File: config.mk
export PLATFORM = sky130hd
export DESIGN_NAME = alu_arbiter
export DESIGN_NICKNAME = d
export VERILOG_FILES = /design/src/rtl/alu_arb_pkg.sv /design/src/rtl/rr_grant.sv /design/src/rtl/alu_arbiter.sv
export SDC_FILE = /design/constraint.sdc
export NUM_CORES = 1
export LEC_CHECK = 0
export CAP_MARGIN = 25
export CORE_ASPECT_RATIO = 0.6
export CORE_UTILIZATION = 42
export CTS_CLUSTER_SIZE = 14
export DETAILED_ROUTE_END_ITERATION = 12
export PLACE_DENSITY_LB_ADDON = 0.15
export SYNTH_ARGS = -nofsm -noshare
export SYNTH_HDL_FRONTEND = slang
export SYNTH_SLANG_ARGS = --single-unit
File: constraint.sdc
create_clock -name clk -period 4.5 [get_ports clk]
set_clock_uncertainty 0.15 [all_clocks]
set_input_delay 1.125 -clock clk [delete_from_list [all_inputs] [get_ports clk]]
set_output_delay 1.125 -clock clk [all_outputs]
set_load 0.02 [all_outputs]
File: src/rtl/alu_arb_pkg.sv
// Shared types for the ALU arbiter: per-requester slot states and the
// depth of the shared ALU pipeline that the completion tags are aligned to.
package alu_arb_pkg;

  typedef enum logic [1:0] {
    SLOT_IDLE     = 2'd0,
    SLOT_INFLIGHT = 2'd1,
    SLOT_HOLD     = 2'd2
  } slot_state_t;

  // Register stages inside the shared alu between valid_in and valid_out.
  // The tag pipeline (tag_s1 -> tag_s2) holds one extra stage to cover the
  // arbiter's own issue register in front of the ALU.
  localparam int ALU_LATENCY = 1;

endpackage

File: src/rtl/rr_grant.sv
// Combinational round-robin grant: picks the first eligible requester
// scanning from ptr upward with wrap at NREQ (NREQ need not be a power of 2).
module rr_grant #(
  parameter int NREQ = 4,
  parameter int IDW  = (NREQ > 1) ? $clog2(NREQ) : 1
) (
  input  logic [NREQ-1:0] eligible,
  input  logic [IDW-1:0]  ptr,
  output logic [NREQ-1:0] grant,
  output logic [IDW-1:0]  grant_idx,
  output logic            grant_any
);

  logic [IDW-1:0]  cand_idx [NREQ];
  logic [NREQ-1:0] cand_ok;

  genvar gi;

  // Candidate at scan offset gi is (ptr + gi) mod NREQ. One extra bit of
  // headroom keeps ptr + gi from overflowing before the wrap subtraction.
  for (gi = 0; gi < NREQ; gi++) begin : g_cand
    logic [IDW:0] sum;
    assign sum          = {1'b0, ptr} + (IDW+1)'(gi);
    assign cand_idx[gi] = (sum >= (IDW+1)'(NREQ)) ? IDW'(sum - (IDW+1)'(NREQ))
                                                  : IDW'(sum);
    assign cand_ok[gi]  = eligible[cand_idx[gi]];
  end

  // Priority pick: the lowest scan offset with an eligible requester wins.
  always_comb begin
    grant_any = 1'b0;
    grant_idx = '0;
    for (int k = 0; k < NREQ; k++) begin
      if (!grant_any && cand_ok[k]) begin
        grant_any = 1'b1;
        grant_idx = cand_idx[k];
      end
    end
  end

  for (gi = 0; gi < NREQ; gi++) begin : g_onehot
    assign grant[gi] = grant_any && (grant_idx == IDW'(gi));
  end

endmodule

File: src/rtl/alu_arbiter.sv
// Shares one registered ALU between NREQ requesters. Accepts at most one
// request per cycle (round-robin), tags each issue with its owner, and
// parks each result in the owner's slot until the owner takes it.
module alu_arbiter
  import alu_arb_pkg::*;
#(
  parameter int WIDTH = 4,
  parameter int NREQ  = 4
) (
  input  logic                  clk,
  input  logic                  reset,
  input  logic [NREQ-1:0]       req_valid,
  output logic [NREQ-1:0]       req_ready,
  input  logic [NREQ*WIDTH-1:0] req_a,
  input  logic [NREQ*WIDTH-1:0] req_b,
  input  logic [NREQ-1:0]       req_op,
  output logic [NREQ-1:0]       resp_valid,
  input  logic [NREQ-1:0]       resp_ready,
  output logic [NREQ*WIDTH-1:0] resp_result,
  output logic [WIDTH-1:0]      alu_a,
  output logic [WIDTH-1:0]      alu_b,
  output logic                  alu_op,
  output logic                  alu_valid,
  input  logic [WIDTH-1:0]      alu_result,
  input  logic                  alu_done,
  output logic                  busy
);

  localparam int IDW = (NREQ > 1) ? $clog2(NREQ) : 1;

  logic [NREQ-1:0]  eligible;
  logic [NREQ-1:0]  grant;
  logic [NREQ-1:0]  slot_busy;
  logic [IDW-1:0]   grant_idx;
  logic             grant_any;
  logic             done_hit;

  logic [IDW-1:0]   ptr_reg;
  logic [IDW-1:0]   tag_s1_reg;
  logic [IDW-1:0]   tag_s2_reg;
  logic             tag_v1_reg;
  logic             tag_v2_reg;
  logic [WIDTH-1:0] alu_a_reg;
  logic [WIDTH-1:0] alu_b_reg;
  logic             alu_op_reg;
  logic             alu_valid_reg;

  logic [WIDTH-1:0] a_arr [NREQ];
  logic [WIDTH-1:0] b_arr [NREQ];

  genvar gi;

  rr_grant #(
    .NREQ (NREQ),
    .IDW  (IDW)
  ) u_rr_grant (
    .eligible  (eligible),
    .ptr       (ptr_reg),
    .grant     (grant),
    .grant_idx (grant_idx),
    .grant_any (grant_any)
  );

  // A completion only counts when a tag is actually travelling with it;
  // stray alu_done pulses with no tag are dropped.
  assign done_hit = alu_done && tag_v2_reg;

  for (gi = 0; gi < NREQ; gi++) begin : g_slot
    slot_state_t      slot_reg;
    logic [WIDTH-1:0] result_reg;

    assign a_arr[gi] = req_a[gi*WIDTH +: WIDTH];
    assign b_arr[gi] = req_b[gi*WIDTH +: WIDTH];

    // Reset is held out of eligibility so no handshake is ever shown while
    // the block is being cleared.
    assign eligible[gi]  = req_valid[gi] && (slot_reg == SLOT_IDLE) && !reset;
    assign slot_busy[gi] = (slot_reg != SLOT_IDLE);
    assign resp_valid[gi] = (slot_reg == SLOT_HOLD);
    assign resp_result[gi*WIDTH +: WIDTH] = result_reg;

    // Slot lifecycle: claimed on grant, filled by its own tagged completion,
    // released by the response handshake.
    always_ff @(posedge clk) begin
      if (reset) begin
        slot_reg   <= SLOT_IDLE;
        result_reg <= '0;
      end else begin
        case (slot_reg)
          SLOT_IDLE: begin
            if (grant[gi]) slot_reg <= SLOT_INFLIGHT;
          end
          SLOT_INFLIGHT: begin
            if (done_hit && (tag_s2_reg == IDW'(gi))) begin
              slot_reg   <= SLOT_HOLD;
              result_reg <= alu_result;
            end
          end
          SLOT_HOLD: begin
            if (resp_ready[gi]) slot_reg <= SLOT_IDLE;
          end
          default: slot_reg <= SLOT_IDLE;
        endcase
      end
    end
  end

  // Issue stage, owner-tag pipeline and round-robin pointer. Operands hold
  // their last value when nothing is issued; only the strobe drops.
  always_ff @(posedge clk) begin
    if (reset) begin
      ptr_reg       <= '0;
      alu_a_reg     <= '0;
      alu_b_reg     <= '0;
      alu_op_reg    <= 1'b0;
      alu_valid_reg <= 1'b0;
      tag_s1_reg    <= '0;
      tag_v1_reg    <= 1'b0;
      tag_s2_reg    <= '0;
      tag_v2_reg    <= 1'b0;
    end else begin
      alu_valid_reg <= grant_any;
      tag_v1_reg    <= grant_any;
      if (grant_any) begin
        alu_a_reg  <= a_arr[grant_idx];
        alu_b_reg  <= b_arr[grant_idx];
        alu_op_reg <= req_op[grant_idx];
        tag_s1_reg <= grant_idx;
        ptr_reg    <= (grant_idx == IDW'(NREQ - 1)) ? '0 : grant_idx + IDW'(1);
      end
      tag_s2_reg <= tag_s1_reg;
      tag_v2_reg <= tag_v1_reg;
    end
  end

  assign req_ready = grant;
  assign alu_a     = alu_a_reg;
  assign alu_b     = alu_b_reg;
  assign alu_op    = alu_op_reg;
  assign alu_valid = alu_valid_reg;
  assign busy      = (|slot_busy) || alu_valid_reg;

endmodule

==> summary.txt <==
Run status
  • Status: completed

Clock network
  • Maximum clock path buffer count: 2
  • CTS root buf: clkbuf_8
  • CTS Sinks: 41
  • TritonCTS Buffers: 5
  • CTS tree: built
  • CTS H-Tree Depth: 2
  • Clock transition at path regs: 0.08 ns
  • CTS Hold Bufs: 0
  • Clock latency on the worst-skew pair: 0.29 ns

Yosys
  • Cells after Synth: 197
  • Synthesized area per cell: 9.806 um2
  • Synth async-reset ratio: 0%
  • Sequential share of the synthesized area: 42.49%
  • Post-Syn Area: 0.001932 mm2
  • Syn nets: 252
  • Synth unique cells: 35
  • Synth top area share: 42.49%
  • Top post-synthesis cells by area: dfxtp_1, mux2i_1, nor2_1, a31o_1, o22ai_1
  • Ys Warns: 0
  • Synth cell count leaders: dfxtp_1, mux2i_1, nor2_1
  • Number of synthesized flops with an enable pin: 0
  • Most used DFF post-synth: dfxtp_1
  • Most common cell in the netlist: dfxtp_1
  • #FFs+latches synth: 41
  • Post-synth top area cell: dfxtp_1

Setup path
  • Worst setup SP type: primary input
  • CP peak stage delay: 0.48 ns
  • FF-to-FF setup slack: 1.95 ns
  • Worst Path Arrival: 3.13 ns
  • Kind of critical path: in2out
  • CP Buf/Inv Count: 3
  • CP Data Required Time: 3.22 ns
  • Slowest CP cell: clkdlybuf4s50_1
  • Crit. Startpoint: req_valid[2]
  • Endpoint type of the worst setup path: primary output
  • Crit path max fanout: 3
  • Kind of cell adding the most delay to the critical path: buffers and inverters
  • Crit path cell chain: clkdlybuf4s50_1, or4b_4, a222oi_1, o21ai_1, buf_4, ha_1, and2_4, buf_4
  • Worst path most repeated cell: buf_4
  • RR Startpoint: g_slot[3].slot_reg[1]

Timing
  • Max Fclk: 227.2 MHz
  • Max-slew violations: 0
  • Final setup margin: 0.09765 ns
  • Fin. Hold Viols: 0
  • RSZ-0062 raised after global routing: false
  • Final Cycle Share: 97.83%
  • Period minus WS final: 4.402 ns
  • Slew headroom: 44.39%
  • Worst Max-Slew Pin Slew: 0.8319 ns
  • Setup Viol. Count Final: 0

Floorplanning
  • # rows: 18
  • Die ar.: 0.004884 mm2
  • Initial core utilization: 45.39%
  • Die Ht: 54.54 um
  • IO Pins: 86
  • Core area: 0.004257 mm2
  • Die Wd: 89.56 um

Placement
  • Placed insts: 347
  • Worst slack at placement: -0.4494 ns
  • # port buffers: 85
  • GPL Wtd Cong: 0.8244
  • Detailed placement HPWL: 3954 um

Drt
  • Final wirelength: 5119 um
  • DRT antenna net count: 0
  • Number of remaining DRC errors: 0
  • Avg Vias per Cell: 5.137
  • Router iterations before antenna repair: 4
  • Vias: 1834
  • Initial drt markers: 58
  • DR WL/cell: 14.34 um

Global route
  • Vias in the first global route: 1612
  • Initial antenna violation count: 0
  • Gr usage total: 22.01%
  • Grt total ovfl: 0
  • First-pass GRT wire length: 7714 um
  • Largest net degree at the start of global routing: 20

Final layout
  • Layout cell share with drive strength beyond 1: 12.79%
  • Max reg flops: 16
  • P&R area growth vs syn: 55.83%
  • Layout Nets: 351
  • Fin cells: 357
  • Inserted Diodes: 0

Worst hold path
  • HP Class: reg2reg
  • HP Start: tag_s1_reg[1]

Power
  • Pwr dens: 339.9 mW/mm2
  • P_leak: 1.199 nW
  • VDD IR max: 0.2065 mV

Flow run
  • Total of max-cap violations: 0
[routing by layer]
metal | GRT usage [%] | share of wire (%) | routed length (um) | up-vias
met5 | 0 | 0 | 0 | -
li1 | - | - | - | 908
met3 | 7.391 | 6.5 | 332 | 2
met4 | 3.175 | 0.078 | 4 | 0
met2 | 32.07 | 41 | 2118 | 51
met1 | 31.90 | 52 | 2663 | 873
[final cells by class]
type | instances | area (um2)
Multi-Input combinational cell | 137 | 1032
Timing Repair Buffer | 102 | 964.7
Clock inverter | 1 | 7.507
Clock buffer | 7 | 76.32
Inverter | 9 | 33.78
Fill cell | 344 | 1246
Sequential cell | 41 | 820.8
Tap cell | 60 | 75.07
[what timing repair did]
action | CTS | global route
pin swaps | 1 | 1
setup endpoints to repair | 4 | 3
resized for setup | 18 | 6
setup buffers | 1 | 1
[per-stage QoR]
stage                     util [%]  setup TNS, ns  hold WS [ns]  total power [mW]  instance area, um2
after floorplan                  -              0        0.2956            0.6254                1932
after global placement       68.31         -1.399        0.3057            0.7826                2908
after detailed placement     68.31         -1.716        0.3149            0.7885                2908
after CTS                    70.40              0        0.3280             1.021                2997
after global routing         70.72              0        0.3237             1.079                3010
final                        70.72              0        0.3238             1.023                3010
[kinds of logic (layout without fill, tap and decap cells)]
group           count (synthesis)  after routing  synth area share (%)
buf+inv                        19            119                 4.987
mux                            34             34                 17.62
simple gates                   64             64                 18.78
compound gates                 35             35                 13.54
fa+ha+maj                       4              4                 2.591
flops                          41             41                 42.49
[final timing paths]
check / end / cells after the start
worst max-delay path: req_ready[0] / 8
worst min-delay path: tag_s2_reg[1] / 1
worst max register to register: alu_a[0] / 9
worst min register to register: tag_s2_reg[1] / 1
[cell usage in the layout (no fill, tap or decap), drive strengths merged, types with 2 or more instances in the layout]
cell	synthesis	layout
o221ai	2	2
and3b	2	2
o22ai	9	9
nor2b	7	7
nand3	2	2
and2	4	4
or4b	3	3
a21oi	7	7
clkbuf	3	7
inv	8	8
nor2	29	29
a2111oi	4	4
mux2i	34	34
a21o	2	2
nand2	5	5
ha	4	4
nor3	4	4
buf	7	21
a31o	9	9
nor4b	4	4
dfxtp	41	41
clkdlybuf4s50	0	79
[worst register-to-register path: stages (launching register included)]
cell	delay, ns
dfxtp_1	0.36
or4b_4	0.57
a222oi_1	0.31
o21ai_1	0.14
buf_4	0.16
buf_4	0.13
buf_4	0.14
nand2_2	0.17
o22ai_1	0.13
a31o_1	0.19
[where the power goes]
part	switching, mW	internal [mW]
Clock	0.126	0.110
Combinational	0.160	0.190
Sequential	0.0324	0.404
Note: power is estimated with default switching activity, not from simulation.
